`src/rtl/reset_sequencer_if.sv`:
```
// reset_sequencer_if: soft-reset request in, staged domain resets and status out.
// The sequencer connects through the master modport, consumers through slave.
interface reset_sequencer_if #(
    parameter int unsigned STAGES = 4
);
    logic              i_soft_rst;
    logic [STAGES-1:0] o_rst;
    logic              o_ready;
    logic [7:0]        o_soft_count;

    modport master (
        input  i_soft_rst,
        output o_rst,
        output o_ready,
        output o_soft_count
    );

    modport slave (
        output i_soft_rst,
        input  o_rst,
        input  o_ready,
        input  o_soft_count
    );
endinterface

```
`src/rtl/reset_sequencer.sv`:
```
// reset_sequencer: synchronizes deassertion of the clock generator's reset,
// holds every domain in reset for HOLD_CYCLES, then releases the o_rst bits
// one at a time (bit 0 first) every STAGE_GAP cycles. A soft reset in RUN
// restarts the hold/release sequence without going back through SYNC.
module reset_sequencer #(
    parameter int unsigned SYNC_STAGES = 2,
    parameter int unsigned HOLD_CYCLES = 16,
    parameter int unsigned STAGES      = 4,
    parameter int unsigned STAGE_GAP   = 4
) (
    input  logic                 i_clk,
    input  logic                 i_rst,
    reset_sequencer_if.master    bus
);

    localparam int unsigned CNT_MAX = (HOLD_CYCLES > STAGE_GAP) ? HOLD_CYCLES : STAGE_GAP;
    localparam int unsigned CNT_W   = (CNT_MAX > 1) ? $clog2(CNT_MAX) : 1;

    typedef enum logic [1:0] {
        ST_SYNC,
        ST_HOLD,
        ST_RELEASE,
        ST_RUN
    } state_t;

    state_t             state_q, state_d;
    logic [SYNC_STAGES-1:0] sync_q;
    logic [CNT_W-1:0]   cnt_q, cnt_d;
    logic [STAGES-1:0]  rst_q, rst_d;
    logic [STAGES-1:0]  rst_next_stage;
    logic               ready_q, ready_d;
    logic [7:0]         soft_cnt_q, soft_cnt_d;
    logic               hold_done;
    logic               gap_done;

    // Deassertion synchronizer: ones shift in once i_rst is low.
    always_ff @(posedge i_clk or posedge i_rst) begin
        if (i_rst) begin
            sync_q <= '0;
        end else begin
            sync_q <= {sync_q[SYNC_STAGES-2:0], 1'b1};
        end
    end

    assign hold_done = (cnt_q == CNT_W'(HOLD_CYCLES - 1));
    assign gap_done  = (cnt_q == CNT_W'(STAGE_GAP - 1));

    // Resets are thermometer-coded with the asserted bits at the top, so
    // releasing the next domain in index order is a left shift by one.
    assign rst_next_stage = rst_q << 1;

    // Sequencer state register and all output flops.
    always_ff @(posedge i_clk or posedge i_rst) begin
        if (i_rst) begin
            state_q    <= ST_SYNC;
            cnt_q      <= '0;
            rst_q      <= '1;
            ready_q    <= 1'b0;
            soft_cnt_q <= '0;
        end else begin
            state_q    <= state_d;
            cnt_q      <= cnt_d;
            rst_q      <= rst_d;
            ready_q    <= ready_d;
            soft_cnt_q <= soft_cnt_d;
        end
    end

    // Next-state and next-output decode.
    always_comb begin
        state_d    = state_q;
        cnt_d      = cnt_q;
        rst_d      = rst_q;
        ready_d    = ready_q;
        soft_cnt_d = soft_cnt_q;

        case (state_q)
            ST_SYNC: begin
                if (sync_q[SYNC_STAGES-1]) begin
                    state_d = ST_HOLD;
                    cnt_d   = '0;
                end
            end

            ST_HOLD: begin
                if (hold_done) begin
                    cnt_d = '0;
                    rst_d = rst_next_stage;
                    if (rst_next_stage == '0) begin
                        state_d = ST_RUN;
                        ready_d = 1'b1;
                    end else begin
                        state_d = ST_RELEASE;
                    end
                end else begin
                    cnt_d = cnt_q + 1'b1;
                end
            end

            ST_RELEASE: begin
                if (gap_done) begin
                    cnt_d = '0;
                    rst_d = rst_next_stage;
                    if (rst_next_stage == '0) begin
                        state_d = ST_RUN;
                        ready_d = 1'b1;
                    end
                end else begin
                    cnt_d = cnt_q + 1'b1;
                end
            end

            ST_RUN: begin
                if (bus.i_soft_rst) begin
                    state_d = ST_HOLD;
                    cnt_d   = '0;
                    rst_d   = '1;
                    ready_d = 1'b0;
                    if (soft_cnt_q != 8'hFF) begin
                        soft_cnt_d = soft_cnt_q + 8'd1;
                    end
                end
            end

            default: begin
                state_d = ST_SYNC;
                cnt_d   = '0;
                rst_d   = '1;
                ready_d = 1'b0;
            end
        endcase
    end

    assign bus.o_rst        = rst_q;
    assign bus.o_ready      = ready_q;
    assign bus.o_soft_count = soft_cnt_q;

    // Ready mirrors "no domain in reset", and released bits are always a
    // contiguous run starting at bit 0.
    a_ready_consistent: assert property (
        @(posedge i_clk) disable iff (i_rst) ready_q == (rst_q == '0));
    a_release_order: assert property (
        @(posedge i_clk) disable iff (i_rst) ((~rst_q) & ((~rst_q) + 1'b1)) == '0);

endmodule

```
`src/flat_wrapper.sv`:
```
// flat-port wrapper written by rule: the top's interface ports become plain ports
module reset_sequencer_flat 
#(
    parameter int unsigned SYNC_STAGES = 2,
    parameter int unsigned HOLD_CYCLES = 16,
    parameter int unsigned STAGES      = 4,
    parameter int unsigned STAGE_GAP   = 4
)
  (i_clk, i_rst, bus_i_soft_rst, bus_o_rst, bus_o_ready, bus_o_soft_count);
  reset_sequencer_if #(.STAGES(STAGES)) bus_i ();
  input  logic i_clk;
  input  logic i_rst;
  input wire logic [$bits(bus_i.i_soft_rst)-1:0] bus_i_soft_rst;
  output wire logic [$bits(bus_i.o_rst)-1:0] bus_o_rst;
  output wire logic [$bits(bus_i.o_ready)-1:0] bus_o_ready;
  output wire logic [$bits(bus_i.o_soft_count)-1:0] bus_o_soft_count;
  assign bus_i.i_soft_rst = bus_i_soft_rst;
  assign bus_o_rst = bus_i.o_rst;
  assign bus_o_ready = bus_i.o_ready;
  assign bus_o_soft_count = bus_i.o_soft_count;
  reset_sequencer #(.SYNC_STAGES(SYNC_STAGES), .HOLD_CYCLES(HOLD_CYCLES), .STAGES(STAGES), .STAGE_GAP(STAGE_GAP)) u_core (.i_clk(i_clk), .i_rst(i_rst), .bus(bus_i));
endmodule
```
`config.mk`:
```
export PLATFORM = sky130hd
export DESIGN_NAME = reset_sequencer_flat
export DESIGN_NICKNAME = d
export VERILOG_FILES = /design/src/rtl/reset_sequencer_if.sv /design/src/rtl/reset_sequencer.sv /design/src/flat_wrapper.sv
export SDC_FILE = /design/constraint.sdc
export NUM_CORES = 1
export LEC_CHECK = 0
export ABC_AREA = 0
export ABC_CLOCK_PERIOD_IN_PS = 2300
export CORE_ASPECT_RATIO = 0.7
export CORE_MARGIN = 10
export CORE_UTILIZATION = 32
export CTS_CLUSTER_SIZE = 14
export DETAILED_ROUTE_END_ITERATION = 7
export PLACE_DENSITY = 0.62
export SETUP_SLACK_MARGIN = 0.05
export SLEW_MARGIN = 20
export SYNTH_ARGS = -nofsm -noshare
export SYNTH_HDL_FRONTEND = slang
export SYNTH_SLANG_ARGS = --single-unit
```
`constraint.sdc`:
```
create_clock -name i_clk -period 2.3 [get_ports i_clk]
set_clock_uncertainty 0.2 [all_clocks]
set_input_delay 0.345 -clock i_clk [delete_from_list [all_inputs] [get_ports i_clk]]
set_output_delay 0.345 -clock i_clk [all_outputs]
set_load 0.02 [all_outputs]
```
==> results.yml, run 1 <==
final_layout:
  instances_no_fill: 172
  multiInputGateArea_um2: 549
  nets: 135
  nFillCells: 323
  drive_gt1_share_pct: 13.6
  seqCellArea_um2: 531
  n_antenna_cell: 0
  areaGrowthSynthToFinish_pct: 24.4
drt:
  drt_iter0_drc: 82
  wl_mm: 2.42
  dr.pass1.iters: 4
  highest_layer: "met4"
  wl_met2_mm: 1.09
  drc: 0
  wl_per_cell_um: 14.1
  m1WireLength_mm: 1.17
  ant_nets: 0
  dr_wl_met3_um: 112
  viasPerCell: 5.00
  vias: 860
sta:
  finalSetupTns_ns: 0
  rsz0062_at_grt: "false"
  finalCritPeriodShare_pct: 91.9
  hold_violations: 0
  slew_headroom_pct: 57.2
  max_freq_ghz: 0.473
  worstMarginPinSlew_ns: 0.638
  setup_viol_count_final: 0
  finalMaxSlewViolations: 0
  fin_crit_ns: 2.11
pwr:
  powerDensity_mw_per_mm2: 1390
  ir_drop_uv: 462
  p_switching_w: 0.000824
  swShare_pct: 42.8
  p_leak_nw: 0.580
  intPower_w: 0.00110
  p_comb_share_pct: 53.8
  seqPwrFrac_pct: 33.9
  clockPowerShare_pct: 12.3
synth:
  synth_nets: 113
  post_synth_instance_area_mm2: 0.00111
  yosysWarnings: 0
  yosysUniqueCellTypes: 35
  syn-mean-instance-area_um2: 10.7
  ys_seq_area_share_pct: 47.6
  ys_ff_latch: 21
  syn_inst: 104
clocking:
  hold_buffers: 0
  clk_latency_ns: 0.26
  htree_levels: 1
  cts_setup_buffers: 0
  cts_tree: "done"
  cts.sinks: 21
  clockBufferDepth: 2
  numCtsBuffers: 3
  path_clk_slew_ns: 0.07
  root_buffer: "clkbuf_8"
  ctsResizeCount: 0
place:
  place.gp.congestion: 0.726
  port_buffers: 15
  dp.cells: 168
  dp_hpwl_mm: 1.87
status:
  outcome: "completed"
global_routing:
  overflow: 0
  antenna_found_initial: 0
  grt_pass1_wl_mm: 4.28
  grt.total_usage_pct: 8.31
  first_global_vias: 854
  grt_start_max_net_pins: 22
critical_path:
  start_kind: "flop"
  reg2regPathDepth: 6
  reg2reg_from: "u_core.state_q[0]"
  cp_max_fo: 5
  reg2reg_to: "u_core.state_q[0]"
  cp-end-kind: "flop"
  worstSetupPathType: "reg -> reg"
  rrSetupSlack_ns: 0.19
  critical_path_required_ns: 2.25
  crit_start: "u_core.state_q[0]"
  arrival_ns: 2.06
  cp-endpoint: "u_core.state_q[0]"
floorplanning:
  start_util_pct: 34.3
  pin_count: 16
  fp.dieH_um: 69.4
  die_x_um: 90.5
  rows: 17
  fp.dieArea_mm2: 0.00628
  coreArea_mm2: 0.00325
hold_path:
  min_path_cells: 0
  min-delay-start: "u_core.sync_q[0]"
  hp-class: "reg -> reg"
flow_run:
  drv_cap: 0
-- stage by stage --
step	setup slack (ns)	hold slack, ns	utilization, %	instance area, um^2	total power, W
floorplan	0.314	0.119	-	1110	0.00134
global placement	0.227	0.134	41.2	1340	0.00166
detailed placement	0.173	0.135	41.2	1340	0.00170
CTS	0.177	0.152	42.6	1390	0.00194
global route	0.0604	0.157	42.6	1390	0.00209
finish	0.186	0.149	42.6	1390	0.00193
-- logic make-up after synthesis --
| kind of cell | Yosys count | share of synthesized area (%) |
|---|---|---|
| flip-flops | 21 | 47.6 |
| multiplexers | 3 | 3.25 |
| other | 1 | 0.336 |
| AO/OA/AOI/OAI | 24 | 16.6 |
| buffers and inverters | 9 | 3.14 |
| XOR/XNOR | 7 | 5.50 |
| AND/OR/NAND/NOR | 33 | 16.8 |
| adder cells (fa/ha/maj) | 6 | 6.73 |
-- worst max-delay path: stages, from the launching register on --
cell      delay, ns
dfrtp_1        0.42
inv_1          0.08
ha_1           0.26
nor2b_1        0.31
a311oi_4       0.16
nor3_4         0.25
mux2_4         0.32
-- layout by cell type (no fill, tap or decap), types with 2 or more instances in the layout --
cell type         n
a21oi_1           5
a22o_1            2
and3_1            3
buf_4             3
clkbuf_8          3
clkdlybuf4s50_1  15
dfrtp_1          17
dfstp_2           4
ha_1              6
inv_1             8
nand2_1           6
nand2b_1          2
nand4_1           3
nor2_1            4
nor2b_1           2
nor3_1           10
o21ai_0           6
xnor2_1           6
-- how the worst min path moves through the flow --
stage	slack, ns	endpoint
finish	0.15	u_core.sync_q[1]
global route	0.16	u_core.sync_q[1]
CTS	0.15	u_core.sync_q[1]
detailed placement	0.13	u_core.sync_q[1]
global placement	0.13	u_core.sync_q[1]
floorplan	0.12	u_core.bus.o_ready
-- per-layer routing --
| metal | vias up | track usage (%) |
|---|---|---|
| met5 | - | 0 |
| met4 | 0 | 4.18 |
| met3 | 4 | 1.83 |
| met2 | 24 | 12.6 |
| met1 | 412 | 10.7 |
| li1 | 420 | - |
-- state kept, by name, indices dropped and copies added (netlist names) --
register and cells:
u_core.bus.o_rst 4, u_core.cnt_q 4, u_core.bus.o_soft_count 8, u_core.state_q 2
u_core.bus.o_ready 1, u_core.sync_q 2
-- power groups by stage --
stage	registers, W	logic [W]	clock network [W]
2_1_floorplan	0.000719	0.000623	0
3_3_place_gp	0.000645	0.00102	0
3_5_place_dp	0.000657	0.00104	0
4_1_cts	0.000652	0.00105	0.000246
5_1_grt	0.000679	0.00115	0.000256
6_report	0.000652	0.00104	0.000238
-- final cells by class --
class | count | share of cell area, %
multi-input combinational | 74 | 39.6
sequential | 21 | 38.3
timing repair buffer | 18 | 12.5
tap | 47 | 4.24
clock buffer | 4 | 3.25
inverter | 8 | 2.17
-- synthesized netlist by cell type, drive strengths merged --
master | count | area share (%)
dfrtp | 17 | 38
nor3 | 11 | 5.9
inv | 8 | 2.7
o21ai | 7 | 3.1
ha | 6 | 6.7
nand2 | 6 | 2.0
xnor2 | 6 | 4.7
a21oi | 5 | 2.2
dfstp | 4 | 9.4
nor2 | 4 | 1.3
and3 | 3 | 1.7
nand4 | 3 | 1.7
a22o | 2 | 1.6
a31oi | 2 | 1.7
mux2 | 2 | 2.4
nand2b | 2 | 1.1
nor2b | 2 | 1.1
a211o | 1 | 0.79
a222oi | 1 | 0.90
a311o | 1 | 1.0
a311oi | 1 | 2.4
a41oi | 1 | 0.79
buf | 1 | 0.45
conb | 1 | 0.34
mux2i | 1 | 0.90
nor4 | 1 | 0.56
nor4b | 1 | 1.3
o211ai | 1 | 0.67
o21a | 1 | 0.67
o41ai | 1 | 0.79
xor2 | 1 | 0.79
Power figures use the tool's default switching activity.
==> run 2, diff against run 1 <==
TNS_END_PERCENT = 10   (was default)
==> results of run 2 <==
Same layout as run 1: the final DEF is identical, and so are final timing and power.
